## src/rtl/dcm_lock_ctrl.sv

```systemverilog
// DCM lock sequencer: pulses DCM RST, waits for LOCKED with timeout and retry, then
// releases the downstream reset. Optional STATUS monitoring under `DCM_CTRL_STATUS_EN.
module dcm_lock_ctrl #(
    parameter int RST_CYCLES    = 4,
    parameter int LOCK_TIMEOUT  = 65535,
    parameter int STABLE_CYCLES = 1024,
    parameter int MAX_RETRY     = 3,
    parameter int CNT_W         = 16
) (
    input  logic       ck_in,
    input  logic       sys_rst_i,
    input  logic       dcm_locked_i,
    input  logic [2:0] dcm_status_i,
    input  logic       relock_req_i,
    output logic       dcm_rst_o,
    output logic       rst_out_n_o,
    output logic       ready_o,
    output logic       fail_o,
    output logic [3:0] retry_cnt_o
);

    typedef enum logic [2:0] {
        ST_RST_PULSE,
        ST_WAIT_LOCK,
        ST_STABLE,
        ST_RUN,
        ST_FAIL
    } state_t;

    localparam logic [CNT_W-1:0] RST_LAST     = CNT_W'(RST_CYCLES - 1);
    localparam logic [CNT_W-1:0] TIMEOUT_LAST = CNT_W'(LOCK_TIMEOUT - 1);
    localparam logic [CNT_W-1:0] STABLE_LAST  = CNT_W'(STABLE_CYCLES - 1);
    localparam logic [CNT_W-1:0] CNT_MAX      = '1;
    localparam logic [3:0]       RETRY_LIMIT  = 4'(MAX_RETRY);

    state_t           r_state;
    logic [CNT_W-1:0] r_cnt;
    logic [3:0]       r_retryCnt;
    logic             r_dcmRst;
    logic             r_rstOutN;
    logic             r_ready;
    logic             r_fail;
    logic             r_lockMeta;
    logic             r_lockSync;

    state_t           w_stateNext;
    logic [CNT_W-1:0] w_cntNext;
    logic [CNT_W-1:0] w_cntInc;
    logic [3:0]       w_retryNext;
    logic [3:0]       w_retryInc;
    logic             w_dcmRstNext;
    logic             w_rstOutNNext;
    logic             w_readyNext;
    logic             w_failNext;
    logic             w_clkStopped;
    logic             w_lockGood;
    logic             w_unusedStatus;

    always_ff @(posedge ck_in or negedge sys_rst_i) begin
        if (!sys_rst_i) begin
            r_lockMeta <= 1'b0;
            r_lockSync <= 1'b0;
        end else begin
            r_lockMeta <= dcm_locked_i;
            r_lockSync <= r_lockMeta;
        end
    end

`ifdef DCM_CTRL_STATUS_EN
    // Only CLKIN-stopped [1] and CLKFX-stopped [2] matter; phase overflow [0] is ignored.
    logic [1:0] r_statMeta;
    logic [1:0] r_statSync;

    always_ff @(posedge ck_in or negedge sys_rst_i) begin
        if (!sys_rst_i) begin
            r_statMeta <= 2'b00;
            r_statSync <= 2'b00;
        end else begin
            r_statMeta <= dcm_status_i[2:1];
            r_statSync <= r_statMeta;
        end
    end

    assign w_clkStopped   = |r_statSync;
    assign w_unusedStatus = dcm_status_i[0];
`else
    assign w_clkStopped   = 1'b0;
    assign w_unusedStatus = ^dcm_status_i;
`endif

    assign w_lockGood = r_lockSync & ~w_clkStopped;
    assign w_cntInc   = (r_cnt == CNT_MAX) ? r_cnt : r_cnt + CNT_W'(1);
    assign w_retryInc = r_retryCnt + 4'd1;

    always_ff @(posedge ck_in or negedge sys_rst_i) begin
        if (!sys_rst_i) begin
            r_state    <= ST_RST_PULSE;
            r_cnt      <= '0;
            r_retryCnt <= 4'd0;
            r_dcmRst   <= 1'b1;
            r_rstOutN  <= 1'b0;
            r_ready    <= 1'b0;
            r_fail     <= 1'b0;
        end else begin
            r_state    <= w_stateNext;
            r_cnt      <= w_cntNext;
            r_retryCnt <= w_retryNext;
            r_dcmRst   <= w_dcmRstNext;
            r_rstOutN  <= w_rstOutNNext;
            r_ready    <= w_readyNext;
            r_fail     <= w_failNext;
        end
    end

    // Relock request overrides every other transition in the same cycle.
    always_comb begin
        w_stateNext = r_state;
        w_cntNext   = r_cnt;
        w_retryNext = r_retryCnt;
        if (relock_req_i) begin
            w_stateNext = ST_RST_PULSE;
            w_cntNext   = '0;
            w_retryNext = 4'd0;
        end else begin
            case (r_state)
                ST_RST_PULSE: begin
                    if (r_cnt >= RST_LAST) begin
                        w_stateNext = ST_WAIT_LOCK;
                        w_cntNext   = '0;
                    end else begin
                        w_cntNext = w_cntInc;
                    end
                end
                ST_WAIT_LOCK: begin
                    if (r_lockSync) begin
                        w_stateNext = ST_STABLE;
                        w_cntNext   = '0;
                    end else if (r_cnt >= TIMEOUT_LAST) begin
                        w_retryNext = w_retryInc;
                        w_cntNext   = '0;
                        w_stateNext = (w_retryInc == RETRY_LIMIT) ? ST_FAIL : ST_RST_PULSE;
                    end else begin
                        w_cntNext = w_cntInc;
                    end
                end
                ST_STABLE: begin
                    if (!w_lockGood) begin
                        w_stateNext = ST_WAIT_LOCK;
                        w_cntNext   = '0;
                    end else if (r_cnt >= STABLE_LAST) begin
                        w_stateNext = ST_RUN;
                        w_cntNext   = '0;
                        w_retryNext = 4'd0;
                    end else begin
                        w_cntNext = w_cntInc;
                    end
                end
                ST_RUN: begin
                    if (!w_lockGood) begin
                        w_stateNext = ST_RST_PULSE;
                        w_cntNext   = '0;
                    end
                end
                ST_FAIL: begin
                    w_stateNext = ST_FAIL;
                end
                default: begin
                    w_stateNext = ST_RST_PULSE;
                    w_cntNext   = '0;
                end
            endcase
        end
    end

    // Outputs are decoded from the next state and registered, so they change with the state.
    always_comb begin
        w_dcmRstNext  = (w_stateNext == ST_RST_PULSE) || (w_stateNext == ST_FAIL);
        w_rstOutNNext = (w_stateNext == ST_RUN);
        w_readyNext   = (w_stateNext == ST_RUN);
        w_failNext    = (w_stateNext == ST_FAIL);
    end

    assign dcm_rst_o   = r_dcmRst;
    assign rst_out_n_o = r_rstOutN;
    assign ready_o     = r_ready;
    assign fail_o      = r_fail;
    assign retry_cnt_o = r_retryCnt;

endmodule

```

## config.mk

```make
export PLATFORM = sky130hd
export DESIGN_NAME = dcm_lock_ctrl
export DESIGN_NICKNAME = d
export VERILOG_FILES = /design/src/rtl/dcm_lock_ctrl.sv
export SDC_FILE = /design/constraint.sdc
export NUM_CORES = 1
export LEC_CHECK = 0
export CORE_MARGIN = 2
export CORE_UTILIZATION = 62
export DETAILED_ROUTE_END_ITERATION = 16
export MAX_ROUTING_LAYER = met4
export PLACE_DENSITY = 0.86
export SLEW_MARGIN = 40
export SYNTH_ARGS = -nofsm -noshare
export SYNTH_HDL_FRONTEND = slang
export SYNTH_SLANG_ARGS = --single-unit
```

## constraint.sdc

```tcl
create_clock -name ck_in -period 2.7 [get_ports ck_in]
set_input_delay 0.27 -clock ck_in [delete_from_list [all_inputs] [get_ports ck_in]]
set_output_delay 0.27 -clock ck_in [all_outputs]
set_load 0.005 [all_outputs]
```

==> impl_metrics.toml <==
[power_and_ir_drop]
pwr-share-comb_pct = 21.9
pwr-share-seq_pct = 55.3
clock_power_share_pct = 22.8
intPower_mw = 0.616
power_leakage_nw = 0.781
switching_share_pct = 30.3
p_sw_mw = 0.268
vdd_drop_max_mv = 0.439
cellPowerDensity_nw_per_um2 = 458

[timing]
slew_headroom_pct = 53.5
period_share_pct = 86.5
fin_skew_ps = 3.08
hold_violations = 0
tightestPinTransition_ps = 697
slew_violations = 0
setup_viol = 0
tns_ps = 0
fin_crit_ps = 2340
timing.fmax_ghz = 0.428
rsz0062_at_grt = "no"

[floorplan]
coreArea_um2 = 2730
dieArea_um2 = 3300
die_w_um = 57.4
start_util_pct = 64.7
io_pins = 15
rows = 19
die_height_um = 57.4

[min_path]
min_path_type = "in2async"

[cts]
cts_setup_buffers = 0
post_cts_resized = 0
max-clock-path-buffers = 2
cts_root_buffer = "clkbuf_4"
clock_sink_count = 28
clkLatencyLatePin_ps = 330
postCtsHoldBufs = 0
clk_pin_slew_ps = 140
cts_made_buffers = 3
htree_levels = 1
cts_tree = "built"

[final_layout]
fill_cells = 208
stdcell_count = 215
layout_commonest_cell = "dfrtp_1"
syn2layout_area_growth_pct = 9.05
final_cell_mix = "dfrtp_1 (27), a21oi_1 (15), clkdlybuf4s50_1 (11)"
final_layout_size_suffix_gt1_share_pct = 12.5
finish.utilization_pct = 70.6
finalNetCount = 196
insertedDiodeCount = 0

[synth]
synth_compound_area_share_pct = 18.7
synth_top_family_by_area = "simple AND/OR/NAND/NOR gates"
synth_cell_types = 52
synth_xor_xnor_area_share_pct = 5.45
seq_area_frac_synth_pct = 39.7
synth_cells = 176
yosys_most_used_dff = "dfrtp_1"
yosys_warnings = 0
synth-simple-area-share_pct = 30.1
async_reset_ff_share_pct = 100
synth_edf_count = 0
synth_seq_cells = 28
avgSynthCellArea_um2 = 10.1
synth_nets = 187
synthAdderAreaFrac_pct = 2.83
netlist_area_um2 = 1770
synth.mux.area_fraction_pct = 0

[worst_setup_path]
critPathSlowestCell = "o21ai_2"
crit_type = "reg2reg"
cp.required_ps = 2890
path_max_fanout = 13
cpPeakStageDelay_ps = 500
crit_chain = "ha_1 -> nand3_1 -> o311ai_2 -> o32ai_2 -> o21ai_2 -> a221oi_1"
crit_family = "compound AO/OA/AOI/OAI gates"
crit_arrival_ps = 2520
cp.buffers_inverters = 0
end_kind = "flip-flop"
start_kind = "flip-flop"

[drt]
ant_nets = 0
wl_per_cell_um = 17.7
first_pass_iters = 4
first_iter_violations = 79
drt-total-wl_mm = 3.80
via_per_inst = 7.09
vias = 1524
route.detailed.drc = 0

[flow_run]
maxCapViolations = 0

[placed_design]
port_buffers = 11
dp.cells = 211
gp_congestion = 0.856
hpwl_mm = 2.77

[status]
status = "complete, no violations"

[grt]
grt_first_pass_wirelength_mm = 6.62
antenna_found_initial = 0
grt_pass1_vias = 1435
grt_max_degree = 18
grt_usage_pct = 25.9
grt_remaining_overflow = 0
==> flip-flops by register name (all words and copies together), names as in the netlist <==
signal       flops
dcm_rst_o        1
fail_o           1
r_cnt           16
r_lockMeta       1
r_lockSync       1
r_state          3
ready_o          1
retry_cnt_o      4
==> synthesized netlist by cell type, types with 2 or more instances <==
master	n	area [µm²]
a21oi_1	15	75.1
a31oi_1	3	18.8
and3_1	4	25.0
and4_1	3	26.3
buf_2	4	20.0
clkbuf_1	3	11.3
dfrtp_1	27	676
ha_1	4	50.1
inv_1	4	15.0
nand2_1	9	33.8
nand3_1	9	45.0
nand4_1	4	25.0
nand4_2	2	25.0
nor2_1	8	30.0
nor3_1	5	25.0
nor3b_1	7	52.6
nor4_1	7	43.8
nor4_4	3	63.8
nor4b_1	3	26.3
o2111ai_1	3	26.3
o211ai_1	5	37.5
o21a_1	3	22.5
o2bb2ai_1	2	17.5
or2_2	2	12.5
xnor2_1	9	78.8
xor2_1	2	17.5
==> power groups by stage <==
stage,clock network [mW],registers (mW),logic (mW)
after floorplan,0,0.482,0.148
after global placement,0,0.493,0.187
after detailed placement,0,0.495,0.193
after CTS,0.206,0.487,0.193
after global routing,0.217,0.494,0.216
final,0.201,0.488,0.194
==> layout make-up <==
type / count / area [µm²] / area share [%]
sequential: 28 / 702 / 36.4
timing repair buffer: 13 / 125 / 6.49
tap: 31 / 38.8 / 2.01
clock buffer: 4 / 36.3 / 1.88
inverter: 4 / 15.0 / 0.778
multi-input combinational: 135 / 1010 / 52.5
==> cells by family after synthesis <==
logic type / after synthesis
AOI/OAI and AO/OA: 45
xor gates and xnor gates: 11
adders and majority gates: 4
buffers and inverters: 13
DFF: 28
and+or+nand+nor: 75
==> path summary, 6_finish.rpt <==
path                       slack, ps  depth (start not counted)                   end            startpoint
min in group ck_in               360                          1  r_lockMeta$_DFF_PN0_          dcm_locked_i
max reg2reg                      360                          6  r_cnt[1]$_DFFE_PN0P_  r_cnt[0]$_DFFE_PN0P_
max                              360                          6  r_cnt[1]$_DFFE_PN0P_  r_cnt[0]$_DFFE_PN0P_
min                              290                          1  r_state[0]$_DFF_PN0_             sys_rst_i
max in group asynchronous       1790                          2  r_cnt[4]$_DFFE_PN0P_             sys_rst_i
min reg2reg                      380                          0  r_lockSync$_DFF_PN0_  r_lockMeta$_DFF_PN0_
==> metal layers <==
| layer | vias to the layer above | track usage (%) | routed length [µm] |
|---|---|---|---|
| li1 | 704 | - | - |
| met4 | 0 | 9.97 | 89 |
| met1 | 735 | 33.0 | 1600 |
| met2 | 71 | 41.1 | 1880 |
| met3 | 14 | 4.54 | 243 |
| met5 | - | - | 0 |
==> stage by stage <==
step / setup WS, ps / instance area, µm² / total power, mW / hold slack, ps
2_1_floorplan: 834 / 1770 / 0.630 / -25.6
3_3_place_gp: 435 / 1890 / 0.680 / 354
3_5_place_dp: 423 / 1890 / 0.688 / 355
4_1_cts: 396 / 1930 / 0.886 / 308
5_1_grt: 209 / 1930 / 0.928 / 317
6_report: 364 / 1930 / 0.884 / 291
(Power assumes the default switching activity.)
